===== src/rtl/sqrt_iter_unit.sv =====
// Iterative integer square root: restoring digit-by-digit method, one root bit
// per clock, producing floor root, truncated remainder and optional rounding.
module sqrt_iter_unit #(
  parameter int IN_W  = 32,
  parameter int ROUND = 0
) (
  input  logic                  clk,
  input  logic                  rst_n,
  input  logic                  in_valid,
  output logic                  in_ready,
  input  logic [IN_W-1:0]       in_data,
  output logic                  out_valid,
  input  logic                  out_ready,
  output logic [IN_W/2-1:0]     out_root,
  output logic [IN_W/2:0]       out_rem,
  output logic                  out_sat
);

  localparam int OUT_W = IN_W / 2;
  localparam int REM_W = OUT_W + 1;
  localparam int CAT_W = REM_W + 2;
  localparam int IT_W  = $clog2(OUT_W + 1);

  localparam logic [IT_W-1:0]  ITER_LAST = IT_W'(OUT_W);
  localparam logic [IT_W-1:0]  ITER_ONE  = IT_W'(1);
  localparam logic [OUT_W-1:0] ROOT_ONE  = OUT_W'(1);
  localparam logic [OUT_W-1:0] ROOT_ONES = {OUT_W{1'b1}};

  typedef enum logic [1:0] {
    S_IDLE = 2'd0,
    S_CALC = 2'd1,
    S_DONE = 2'd2
  } state_t;

  state_t             r_state;
  state_t             w_next_state;
  logic [IN_W-1:0]    r_rad;
  logic [REM_W-1:0]   r_rem;
  logic [OUT_W-1:0]   r_root;
  logic [IT_W-1:0]    r_iter;
  logic [OUT_W-1:0]   r_out_root;
  logic [REM_W-1:0]   r_out_rem;
  logic               r_out_sat;

  logic [CAT_W-1:0]   w_cat;
  logic [CAT_W-1:0]   w_sub;
  logic [CAT_W-1:0]   w_trial;
  logic               w_trial_neg;
  logic               w_round_up;
  logic [OUT_W-1:0]   w_final_root;
  logic               w_final_sat;

  assign in_ready  = (r_state == S_IDLE);
  assign out_valid = (r_state == S_DONE);
  assign out_root  = r_out_root;
  assign out_rem   = r_out_rem;
  assign out_sat   = r_out_sat;

  // State register
  always_ff @(posedge clk or negedge rst_n) begin
    if (!rst_n) begin
      r_state <= S_IDLE;
    end else begin
      r_state <= w_next_state;
    end
  end

  // Next-state logic
  always_comb begin
    w_next_state = r_state;
    case (r_state)
      S_IDLE: begin
        if (in_valid) begin
          w_next_state = S_CALC;
        end else begin
          w_next_state = S_IDLE;
        end
      end
      S_CALC: begin
        if (r_iter == ITER_LAST) begin
          w_next_state = S_DONE;
        end else begin
          w_next_state = S_CALC;
        end
      end
      S_DONE: begin
        if (out_ready) begin
          w_next_state = S_IDLE;
        end else begin
          w_next_state = S_DONE;
        end
      end
      default: w_next_state = S_IDLE;
    endcase
  end

  // Trial subtraction, one extra bit wide so its sign bit decides the digit
  always_comb begin
    w_cat       = {r_rem, r_rad[IN_W-1 -: 2]};
    w_sub       = {1'b0, r_root, 2'b01};
    w_trial     = w_cat - w_sub;
    w_trial_neg = w_trial[CAT_W-1];
  end

  // Rounding: floor+1 is nearer exactly when in - r^2 > r
  always_comb begin
    w_round_up   = 1'b0;
    w_final_root = r_root;
    w_final_sat  = 1'b0;
    if (ROUND != 0) begin
      w_round_up = (r_rem > {1'b0, r_root});
      if (w_round_up && (r_root == ROOT_ONES)) begin
        w_final_root = ROOT_ONES;
        w_final_sat  = 1'b1;
      end else if (w_round_up) begin
        w_final_root = r_root + ROOT_ONE;
        w_final_sat  = 1'b0;
      end else begin
        w_final_root = r_root;
        w_final_sat  = 1'b0;
      end
    end else begin
      w_round_up   = 1'b0;
      w_final_root = r_root;
      w_final_sat  = 1'b0;
    end
  end

  // Iteration datapath and registered result
  always_ff @(posedge clk or negedge rst_n) begin
    if (!rst_n) begin
      r_rad      <= '0;
      r_rem      <= '0;
      r_root     <= '0;
      r_iter     <= '0;
      r_out_root <= '0;
      r_out_rem  <= '0;
      r_out_sat  <= 1'b0;
    end else begin
      case (r_state)
        S_IDLE: begin
          if (in_valid) begin
            r_rad  <= in_data;
            r_rem  <= '0;
            r_root <= '0;
            r_iter <= '0;
          end
        end
        S_CALC: begin
          if (r_iter != ITER_LAST) begin
            if (w_trial_neg) begin
              r_rem  <= w_cat[REM_W-1:0];
              r_root <= {r_root[OUT_W-2:0], 1'b0};
            end else begin
              r_rem  <= w_trial[REM_W-1:0];
              r_root <= {r_root[OUT_W-2:0], 1'b1};
            end
            r_rad  <= {r_rad[IN_W-3:0], 2'b00};
            r_iter <= r_iter + ITER_ONE;
          end else begin
            r_out_root <= w_final_root;
            r_out_rem  <= r_rem;
            r_out_sat  <= w_final_sat;
          end
        end
        default: begin
          r_iter <= r_iter;
        end
      endcase
    end
  end

endmodule


===== config.mk =====
export PLATFORM = sky130hd
export DESIGN_NAME = sqrt_iter_unit
export DESIGN_NICKNAME = d
export VERILOG_FILES = /design/src/rtl/sqrt_iter_unit.sv
export SDC_FILE = /design/constraint.sdc
export NUM_CORES = 1
export LEC_CHECK = 0
export ABC_AREA = 1
export BUFFER_PORTS_ARGS = -buffer_cell sky130_fd_sc_hd__buf_4
export CORE_MARGIN = 4
export CORE_UTILIZATION = 45
export DETAILED_ROUTE_END_ITERATION = 7
export GPL_ROUTABILITY_DRIVEN = 0
export PLACE_DENSITY_LB_ADDON = 0.25
export SLEW_MARGIN = 15
export SYNTH_ARGS = -nofsm -noshare
export SYNTH_HDL_FRONTEND = slang
export SYNTH_SLANG_ARGS = --single-unit
export TNS_END_PERCENT = 20

===== constraint.sdc =====
create_clock -name clk -period 2.2 [get_ports clk]
set_clock_uncertainty 0.05 [all_clocks]
set_input_delay 0.22 -clock clk [delete_from_list [all_inputs] [get_ports clk]]
set_output_delay 0.22 -clock clk [all_outputs]
set_load 0.01 [all_outputs]

## Yosys cells after proc, flatten, opt, wreduce, memory -nomap -nowiden

Index checks and enable logic that the tools add are counted.
Widths: inputs -> output; s select.

| storage, ports and cells | value |
|---|---|
| register bits after elaboration | 105 |
| output and inout bits | 36 |
| word-level logic and storage cells | 38 |

| operators by class | value |
|---|---|
| add/sub/neg operators | 2 |
| equal/unequal tests | 6 |
| mux-type cells | 18 |
| bitwise logic cells | 1 |
| reductions and logical operators | 4 |

Operators with widths:

| cell | count |
|---|---|
| $mux 32 | 2 |
| $pmux 32 s2 | 1 |
| $mux 17 | 3 |
| $pmux 17 s2 | 1 |
| $mux 16 | 2 |
| $pmux 16 s2 | 1 |
| $sub 19x18->19 | 1 |
| $mux 5 | 2 |
| $pmux 5 s2 | 1 |
| $pmux 2 s3 | 1 |
| $add 5x1->5 const B | 1 |
| $eq 5x5->1 const B | 1 |
| $ne 5x5->1 const B | 1 |
| $mux 2 | 2 |
| $ne 2x2->1 const B | 2 |
| $reduce_and 3->1 | 1 |
| $eq 2x1->1 const B | 1 |
| $eq 2x2->1 const B | 1 |
| $logic_not 2->1 | 1 |
| $mux 1 | 2 |
| $reduce_and 2->1 | 1 |
| $reduce_bool 2->1 | 1 |
| $not 1->1 | 1 |

## Longest topological paths before layout

Gate-level depths: netlist (run 1).

| depth | value |
|---|---|
| word-level depth | 4 |
| mapped depth | 16 |
| depth with buffers taken out | 16 |

## Worst setup path after synthesis (run 1)

Ideal clock, no wire load.

| timing | value |
|---|---|
| kind | flip-flop to flip-flop |
| start | reg r_rem[11] |
| end | reg r_rem[2] |
| setup time | 117 ps |
| arrival | 1721 ps |
| data required time | 2033 ps |
| slack | 312 ps |
| stages on the path, launching flop included | 12 |
| path buffers | 0 |
| path through | dfrtp_1 -> ha_1 -> a21oi_1 -> nand2_1 -> nand2_1 -> nand2_1 -> nor2_2 -> nand3_1 -> nand2_2 -> nand2_1 -> nand3_1 -> nand2_1 |

| between the ends | value |
|---|---|
| word-level cells in the longest chain between the ends | 4 |

RTL lines:

| what | line | source |
|---|---|---|
| start, declared | 38 | `logic [REM_W-1:0] r_rem;` |
| start signal, assigned | 152 | `r_rem <= w_cat[REM_W-1:0];` |
| start signal, assigned | 155 | `r_rem <= w_trial[REM_W-1:0];` |
| $sub 19x18->19 | 101 | `w_trial = w_cat - w_sub;` |
| $mux 17 | 151 | `if (w_trial_neg) begin` |
| $mux 17 | 150 | `if (r_iter != ITER_LAST) begin` |
| $pmux 17 s2 | 140 | `case (r_state)` |

Every way passes these cells. The select of a mux whose other input is x is not followed.
A chain may end at the register's enable or synchronous reset.

## Worst setup path in the final report (run 1)

| timing | value |
|---|---|
| start | reg r_root[5] |
| end | reg r_rem[14] |

| between the ends | value |
|---|---|
| word-level cells in the longest chain between the ends | 4 |

RTL lines:

| what | line | source |
|---|---|---|
| start, declared | 39 | `logic [OUT_W-1:0] r_root;` |
| start signal, assigned | 153 | `r_root <= {r_root[OUT_W-2:0], 1'b0};` |
| start signal, assigned | 156 | `r_root <= {r_root[OUT_W-2:0], 1'b1};` |
| $sub 19x18->19 | 101 |  |
| $mux 17 | 151 |  |
| $mux 17 | 150 |  |
| $pmux 17 s2 | 140 |  |

Every way passes these cells. The select of a mux whose other input is x is not followed.

==> results of run 1 <==
[where the power goes]
group / internal [W] / switching (W) / total [W]
Sequential: 0.00286 / 0.000534 / 0.00339
Clock: 0.000882 / 0.000694 / 0.00158
Combinational: 0.00336 / 0.00497 / 0.00833
Total: 0.00709 / 0.00620 / 0.0133
[placed cells by master (no fill, tap or decap), types with 10 or more instances in the layout]
| cell | instances |
|---|---|
| dfrtp_1 | 104 |
| o211ai_1 | 30 |
| o22ai_1 | 14 |
| o21ai_0 | 71 |
| nand3_1 | 49 |
| buf_4 | 96 |
| nor2_1 | 18 |
| nand2_1 | 200 |
| inv_1 | 111 |
| inv_2 | 10 |
| nand2_2 | 17 |
[worst min-delay path by stage]
stage	endpoint	slack [ns]
finish	r_rad[1]	0.04
global route	r_rad[1]	0.06
CTS	r_rad[1]	0.03
detailed placement	out_rem[3]	0.13
global placement	out_rem[5]	0.12
floorplan	out_rem[0]	-0.13
[layer usage]
metal  part of all wire [%]  global-route usage [%]
met2                     46                   30.56
met3                    6.4                   3.789
met4                    2.2                   5.949
met1                     46                   28.13
met5                      0                       0
[timing repair]
item,CTS,global route
gates resized for setup,1,41
pin swaps,0,6
buffers inserted,0,6
hold buffers,2,0
setup endpoints to repair,5,19
hold endpoints to repair,26,0
[cells by family after synthesis]
kind of cell,synth area share (%)
xor gates and xnor gates,1.387
AOI/OAI and AO/OA,12.90
buffers and inverters,11.05
DFF,46.24
and+or+nand+nor,24.17
other,0.06599
adders and majority gates,4.183
[registers in the layout, summed over array words and instances (netlist names)]
name	flops
r_iter	5
out_root	16
r_rem	17
out_rem	17
r_state	2
r_root	16
r_rad	32
[tightest hold or removal path: stages]
cell and delay [ns]:
buf_4 0.08, nand2_1 0.04, o21ai_0 0.06
[per-stage QoR]
stage	utilization (%)	setup TNS (ns)	cells
4_1_cts	56.12	0	978
3_5_place_dp	53.54	-0.04043	960
5_1_grt	58.13	-0.02909	984
3_3_place_gp	53.54	0	960
6_report	58.13	0	984
2_1_floorplan	-	0	727
[cell type report]
cell class / count / area, µm² / area share, %
sequential: 105 / 2629 / 37.19
multi-input combinational: 469 / 2628 / 37.17
timing repair buffer: 104 / 852.1 / 12.05
inverter: 122 / 461.7 / 6.531
clock buffer: 11 / 232.7 / 3.292
tap: 168 / 210.2 / 2.973
clock inverter: 5 / 56.30 / 0.7965
==> results.md, run 1 <==
* Hold_ws at slightly above 0.04 ns
* Initial Utilization at between 40% and 50%
* FMAX at between 400 and 500 MHz
* Crit-path cells: inv_1 -> ha_4 -> nand2_1 -> nand2_1 -> nand2_1 -> nand2_1 -> inv_2 -> nand3_2 -> nand2_4 -> nand2_4 -> nand2_4 -> buf_12 -> nand3_1 -> nand3_1 -> nand2_1
* Clk sinks at ~110
* Synthesis-stage register bit count at 105
* Synth unique cells at 32
* Clock-pin slew on the worst setup and hold paths at ~0.070 ns
* Top-area cell type share of the netlist area at between 40% and 50%
* CTS tree: built
* DRC Markers at 0
* Final setup margin at between 0.1 and 0.15 ns
* Synth Flop Type: dfrtp_1
* Levels on crit path at 15
* Global route overflow at 0
* Critical Path Start: r_root[5]
* Final period util at a little over nine tenths
* Antenna violations before repair at 0
* Reg2Reg Setup Slack at about 0.12 ns
* CP peak stage delay at about 0.36 ns
* Tot Pwr at around 0.013 W
* Die X at between 100 and 150 µm
* Vias at 5,083
* Fin. Hold Viols at 0
* CP Max Fanout at 10
* Most instantiated cells after synthesis: 204 x nand2_1, 120 x inv_1, 105 x dfrtp_1
* Core ar. at approximately 12,000 µm²
* Diodes inserted at 0
* Area Overhead vs Synth at 24.39%
* First-pass GRT wire length at around 23,000 µm
* Outcome: completed
* Worst reg2reg endpoint: r_rem[14]
* Largest cells by area after synthesis: dfrtp_1 46%, nand2_1 13%, inv_1 7.9%
* Post-route ant nets at 0
* YS warnings at 0
* CTS Buf Count at 9
* Synth area leader: dfrtp_1
* Fill cell count at 1,121
* Mapped Cells at between 700 and 800
* Core Rows at 40
* Sequential-to-total area share from yosys stat at 46.24%
* Number of DRC markers in iteration 0 at 421
* Die Ht at approximately 120 µm
* IO buf count at 70
* Dpl hpwl at slightly above 10,000 µm
* Min Tclk post-route at between 2 and 2.5 ns
* Total of max-cap violations at 0
* Placement Setup Slack at -0.03413 ns
* Worst Setup Path Type: register to register
* Setup crit end: r_rem[14]
* Synthesized area per cell at 7.817 µm²
* Worst-skew pair later-pin latency at about 0.34 ns
* Critical path's slowest cell: dfrtp_1
* Drt pass-1 iters at 5
* Number of global-route vias before repair at between 4,000 and 5,000
* Hold_sp: in_data[1]
* I/O Pins at a little over 70
* Critical path arrival at 2.26 ns
* Ys async rst share at 100.0%
* Hold path depth at 3
* Post-synth EDFFs at 0
* Full die area at 14,490 µm²
* CTS root buffer: clkbuf_16
* Worst Setup Start Kind: register
* Routed wire length per instance at around 14 µm
* Mapped cell area at ~5700 µm²
* Most frequent cell after synthesis: nand2_1
* CP delay by family, top: simple AND/OR/NAND/NOR gates
* Worst R2R Start: r_root[5]
* Layout cells sized above 1 at between 20% and 30%
* Max rail drop VDD at 977.8 µV
* CTS Buffer Depth at 2
* Critical path buffer and inverter count at 3
* Worst hold-check path type: input port to register
* Routed WL at approximately 14,000 µm
* Post-route cell area at 7069 µm²
* DP Area at 6511 µm²
* Final net count at 866
* Final slew viol count at 0
* GRT Total Usage at 19.71%
* H-Tree Level Count at 3
* Power Density at roughly 1900 nW/µm²
* Final setup fails at 0
* Pleak at approximately 3.7 nW
* Largest net degree at the start of global routing at 74
* Via density at a little over 5
* Number of cells on the worst reg-to-reg path at 15
* Crit path top cell by count: nand2_1
* Syn_nets at ~800
* Crit path required time at roughly 2.4 ns
* Crit end category: register
Note: power is estimated with default switching activity, not from simulation.
==> run 2: changes to the inputs <==
--- a/config.mk
+++ b/config.mk
@@ -7,6 +7,7 @@
 export LEC_CHECK = 0
 export ABC_AREA = 1
 export BUFFER_PORTS_ARGS = -buffer_cell sky130_fd_sc_hd__buf_4
+export CORE_ASPECT_RATIO = 2
 export CORE_MARGIN = 4
 export CORE_UTILIZATION = 45
 export DETAILED_ROUTE_END_ITERATION = 7
==> run 2 against run 1 <==
Compared with the run above:
- cell count decreased by 2.0%
- first-iteration DRC count decreased by 25%
- via count fell by 0.85%
- largest cell class unchanged
==> results.md, run 2 (same netlist as run 1, synthesis figures left out) <==
* FMAX at 470.9 MHz (-2.0%)
* First-pass GRT wire length at 23,720 µm (+2.4%)
* GRT Total Usage at 20.38% (+0.67 points)
* Worst reg2reg endpoint: r_rem[13]
* CP peak stage delay at 0.40 ns (+0.04 ns)
* Dpl hpwl at 10,370 µm (+2.6%)
* Outcome: completed
* Core Rows at 57 (+43%)
* Final net count at 867 (+0.12%)
* Total of max-cap violations at 0 (unchanged)
* Number of DRC markers in iteration 0 at 314 (-25%)
* Area Overhead vs Synth at 23.98%
* Crit-path cells: ha_1 -> a21oi_1 -> o21ai_0 -> nor2_4 -> nand2_2 -> nand2_4 -> buf_12 -> nand3_1 -> nand3_1 -> nand2_1
* Final setup fails at 0 (unchanged)
* Worst hold-check path type: input port to register
* Routed WL at 14,500 µm (+2.2%)
* Core ar. at 12,270 µm² (+0.86%)
* Final slew viol count at 0 (unchanged)
* Clock-pin slew on the worst setup and hold paths at 0.08 ns (about the same)
* Worst R2R Start: r_rem[13]
* Number of global-route vias before repair at 5,171 (+8.0%)
* Worst Setup Path Type: register to register
* Initial Utilization at 46.33% (-0.40 points)
* DRC Markers at 0 (unchanged)
* Placement Setup Slack at -0.01175 ns (+0.02239 ns)
* CTS Buffer Depth at 2 (unchanged)
* Critical path arrival at 2.31 ns (+0.05 ns)
* Hold_sp: in_data[0]
* Antenna violations before repair at 0 (unchanged)
* Final core utilization at 57.44% (-0.69 points)
* Critical path buffer and inverter count at 1 (-2)
* Final setup margin at 0.07650 ns (-0.04259 ns)
* Slew at the pin closest to its max-slew limit at 0.5858 ns
* Critical path's slowest cell: dfrtp_1
* Crit end category: register
* Layout cells sized above 1 at 21.30% (-0.27 points)
* Leading cell type in the layout, fill and taps excluded: nand2_1
* Min Tclk post-route at 2.124 ns (+0.04259 ns)
* Commonest cells after routing, fill and taps aside: 199 x nand2_1, 116 x inv_1, 105 x dfrtp_1
* Power Density at 1894 nW/µm² (+0.72%)
* Full die area at 14,600 µm² (+0.76%)
* Vias at 5,040 (-0.85%)
* Die X at 87.47 µm (-27%)
* Slew headroom at 60.90%
* Number of cells on the worst reg-to-reg path at 10 (-5)
* Crit path required time at 2.39 ns (about the same)
* Final Non-Filler Cells at 964 (-2.0%)
* Critical Path Start: r_rem[13]
* CTS tree: built
* Clk sinks at 105 (unchanged)
* Biggest register: r_rad
* Global route overflow at 0 (unchanged)
* CP delay by family, top: simple AND/OR/NAND/NOR gates
* Diodes inserted at 0 (unchanged)
* I/O Pins at 72 (unchanged)
* Via density at 5.228 (+1.2%)
* Final period util at 96.52% (+1.9 points)
* IO buf count at 70 (unchanged)
* Crit path top cell by count: nand3_1
* CP Max Fanout at 6 (-4)
* CTS Buf Count at 9 (unchanged)
* Drt pass-1 iters at 4 (-1)
* Worst Hold Endpoint: r_rad[0]
* CTS root buffer: clkbuf_16
* Die Ht at 166.9 µm (+39%)
* Hold path depth at 3 (unchanged)
* Flip-flop count of the largest register after layout at 32 (unchanged)
* Routed wire length per instance at 15.04 µm (+4.3%)
* Pleak at 3.727 nW (+0.39%)
* Fin. Hold Viols at 0 (unchanged)
* Reg2Reg Setup Slack at 0.08 ns (-0.04 ns)
* Cells after DPL at 941 (-2.0%)
* Total Negative Setup Slacks at 0 ns (unchanged)
* Worst-skew pair later-pin latency at 0.36 ns (+0.02 ns)
* Worst Setup Start Kind: register
* H-Tree Level Count at 3 (unchanged)
* Max rail drop VDD at 865.8 µV (-11%)
* Largest net degree at the start of global routing at 67 (-9.5%)
* Post-route ant nets at 0 (unchanged)
run 2: metal layers:
metal | vias to the layer above | routed length, µm | share of wire [%] | GRT usage (%)
met4 | 0 | 522 | 3.6 | 9.886
met1 | 2403 | 5334 | 37 | 20.82
met3 | 34 | 608 | 4.2 | 4.004
met2 | 113 | 8031 | 55 | 37.81
met5 | - | 0 | 0 | 0
li1 | 2490 | - | - | -
run 2: cell type report:
| class | count | area (µm²) |
|---|---|---|
| clock buffer | 10 | 239.0 |
| clock inverter | 6 | 75.07 |
| tap | 147 | 183.9 |
| multi-input combinational | 469 | 2603 |
| sequential | 105 | 2628 |
| fill | 1113 | 5221 |
| timing repair buffer | 105 | 859.6 |
| inverter | 122 | 457.9 |
run 2: repair_timing:
| item | CTS | global route |
|---|---|---|
| buffers inserted | 0 | 5 |
| gates resized for setup | 2 | 26 |
| endpoints found under the hold margin | 34 | 0 |
| hold buffers | 2 | 0 |
| endpoints found under the setup margin | 6 | 18 |
| pin swaps | 0 | 5 |
run 2: worst max path at each step:
| stage | to | cells past startpoint |
|---|---|---|
| after global routing | r_rem[8] | 15 |
| after CTS | r_rem[13] | 13 |
| final | r_rem[13] | 10 |
| after global placement | r_rem[9] | 14 |
| after detailed placement | r_rem[1] | 14 |
| after floorplan | r_rem[2] | 11 |
run 2: power breakdown:
part	switching (W)	total, W	internal, W
clock	0.000765	0.00170	0.000930
combinational	0.00495	0.00828	0.00333
sequential	0.000513	0.00337	0.00285
total	0.00623	0.0133	0.00712
run 2: through the flow:
stage | hold slack [ns] | area, µm² | total power [W]
4_1_cts | 0.03163 | 6844 | 0.01281
2_1_floorplan | -0.1256 | 5683 | 0.008776
3_5_place_dp | 0.1748 | 6500 | 0.01102
3_3_place_gp | 0.1710 | 6500 | 0.01083
6_report | 0.03052 | 7046 | 0.01334
5_1_grt | 0.05003 | 7046 | 0.01455
run 2: tightest hold or removal path, stage by stage:
cell and delay (ns):
buf_4 0.08, nand2_1 0.04, o21ai_0 0.06
==> run 3: changes to the inputs <==
--- a/config.mk
+++ b/config.mk
@@ -7,6 +7,7 @@
 export LEC_CHECK = 0
 export ABC_AREA = 1
 export BUFFER_PORTS_ARGS = -buffer_cell sky130_fd_sc_hd__buf_4
+export CAP_MARGIN = 20
 export CORE_ASPECT_RATIO = 2
 export CORE_MARGIN = 4
 export CORE_UTILIZATION = 45
==> constraint.sdc (replaced) <==
create_clock -name clk -period 1.8 [get_ports clk]
set_clock_uncertainty 0.05 [all_clocks]
set_input_delay 0.18 -clock clk [delete_from_list [all_inputs] [get_ports clk]]
set_output_delay 0.18 -clock clk [all_outputs]
set_load 0.01 [all_outputs]
==> run 3 against run 2 <==
Compared with the run above:
- routed wire length increased by 15%
- hold slack worse by 0.0040 ns
- flip-flop and latch count is the same
- worst setup slack worse by 0.32 ns
- sequential share of layout area shrank 3.9 points
- the run now ends with setup timing left
- utilization is 6.7 points higher
- first-iteration DRC count is 17% higher
- clock-buffer cell count did not move
==> results.md, run 3 (same netlist as run 1, synthesis figures left out) <==
* Worst Setup Start Kind: register
* Critical path arrival at 2.28 ns (-0.03 ns)
* Core Rows at 57 (unchanged)
* Clk sinks at 105 (unchanged)
* IO buf count at 70 (unchanged)
* CP Max Fanout at 7 (+1)
* First-pass GRT wire length at 26,450 µm (+12%)
* Clock-pin slew on the worst setup and hold paths at 0.08 ns (about the same)
* H-Tree Level Count at 3 (unchanged)
* Final setup margin at -0.2418 ns (-0.3183 ns)
* Number of DRC markers in iteration 0 at 368 (+17%)
* Via density at 5.325 (+1.8%)
* Dpl hpwl at 12,080 µm (+16%)
* CTS tree: built
* Worst R2R Start: r_root[9]
* Biggest register: r_rad
* Die X at 87.47 µm (unchanged)
* Final slew viol count at 0 (unchanged)
* Hold_sp: in_data[5]
* Final period util at 113.4% (+17 points)
* Total of max-cap violations at 0 (unchanged)
* Fin. Hold Viols at 0 (unchanged)
* Worst-skew pair later-pin latency at 0.36 ns (about the same)
* Post-route ant nets at 0 (unchanged)
* Final net count at 941 (+8.5%)
* Layout cells sized above 1 at 33.11% (+12 points)
* Commonest cells after routing, fill and taps aside: 180 x nand2_1, 164 x buf_4, 104 x inv_1, 104 x dfrtp_1, 69 x o21ai_0
* CTS root buffer: clkbuf_16
* Critical Path Start: r_root[9]
* Leading cell type in the layout, fill and taps excluded: nand2_1
* Number of cells on the worst reg-to-reg path at 15 (+5)
* DRC Markers at 0 (unchanged)
* Final setup fails at 34 (+34)
* CTS Buffer Depth at 2 (unchanged)
* Worst Setup Path Type: register to register
* Area Overhead vs Synth at 38.38%
* Crit end category: register
* Total Negative Setup Slacks at -3.445 ns (-3.445 ns)
* Largest net degree at the start of global routing at 62 (-7.5%)
* Diodes inserted at 0 (unchanged)
* FMAX at 489.8 MHz (+4.0%)
* Routed wire length per instance at 16.03 µm (+6.6%)
* Worst hold-check path type: input port to register
* Hold path depth at 3 (unchanged)
* Die Ht at 166.9 µm (unchanged)
* Drt pass-1 iters at 5 (+1)
* Routed WL at 16,640 µm (+15%)
* Initial Utilization at 46.33% (unchanged)
* Antenna violations before repair at 0 (unchanged)
* Outcome: complete, but fails checks
* CTS Buf Count at 9 (unchanged)
* Crit path required time at 2.04 ns (-0.35 ns)
* I/O Pins at 72 (unchanged)
* RSZ-0062 raised after global routing: true
* Global route overflow at 0 (unchanged)
* Failing checks: setup timing
* Flip-flop count of the largest register after layout at 32 (unchanged)
* Number of global-route vias before repair at 5,793 (+12%)
* Min Tclk post-route at 2.042 ns (-0.08168 ns)
* Vias at 5,527 (+9.7%)
* GRT Total Usage at 23.10% (+2.7 points)
* Full die area at 14,600 µm² (unchanged)
* Core ar. at 12,270 µm² (unchanged)
run 3: final cells by class:
type / count / area (µm²)
clock buffers: 10 / 229.0
repair buffers: 178 / 1436
inverters: 122 / 457.9
well taps: 147 / 183.9
multi-input cells: 470 / 2865
fillers: 1027 / 4403
flip-flops and latches: 105 / 2629
clock inverters: 6 / 62.56
run 3: through the flow:
| stage | std cells | hold WS [ns] | setup slack (ns) | cell area (µm²) | util [%] |
|---|---|---|---|---|---|
| floorplan | 727 | -0.1656 | 0.004196 | 5858 | - |
| global placement | 1005 | 0.09898 | -0.2925 | 7168 | 58.44 |
| detailed placement | 1005 | 0.1048 | -0.3250 | 7168 | 58.44 |
| CTS | 1030 | 0.02795 | -0.1886 | 7684 | 62.64 |
| global route | 1038 | 0.04194 | -0.3040 | 7864 | 64.11 |
| finish | 1038 | 0.02656 | -0.2418 | 7864 | 64.11 |
run 3: final timing paths:
kind / end / slack, ns
worst min register to register: out_rem[5] / 0.44
min in group asynchronous: r_rem[15] / 0.27
worst min-delay path: r_rad[5] / 0.03
worst max register to register: r_rem[3] / -0.24
worst max-delay path: r_rem[3] / -0.24
max in group asynchronous: r_iter[3] / 0.85
run 3: per-layer routing:
| metal | wire [µm] | part of all wire [%] | GRT usage (%) | up-vias |
|---|---|---|---|---|
| li1 | - | - | - | 2629 |
| met1 | 5920 | 36 | 23.50 | 2622 |
| met2 | 8961 | 54 | 40.51 | 199 |
| met3 | 753 | 4.5 | 4.647 | 77 |
| met4 | 1000 | 6.0 | 16.03 | 0 |
| met5 | 0 | 0 | 0 | - |
run 3: critical path, cell delays in order (launching register included):
cell     delay (ns)
dfrtp_1        0.37
inv_2          0.09
ha_4           0.22
nand2_2        0.06
nand2_2        0.06
nand2_2        0.07
nand2_2        0.07
nand2_2        0.08
nand2_2        0.06
nor2_4         0.17
buf_6          0.13
nand3_4        0.13
buf_4          0.18
nand3_2        0.08
nand3_1        0.09
nand2_1        0.07
run 3: timing repair:
action | 4_1_cts | 5_1_grt
pin swaps | 8 | 16
resized for setup | 44 | 36
gates cloned | 2 | 0
hold endpoints to repair | 30 | 0
buffers inserted | 3 | 8
endpoints found under the setup margin | 35 | 62
hold buffers | 4 | 0
Power of run 3 is not shown: default switching activity piles up to over one toggle a cycle in this logic, so the estimate is an artifact.
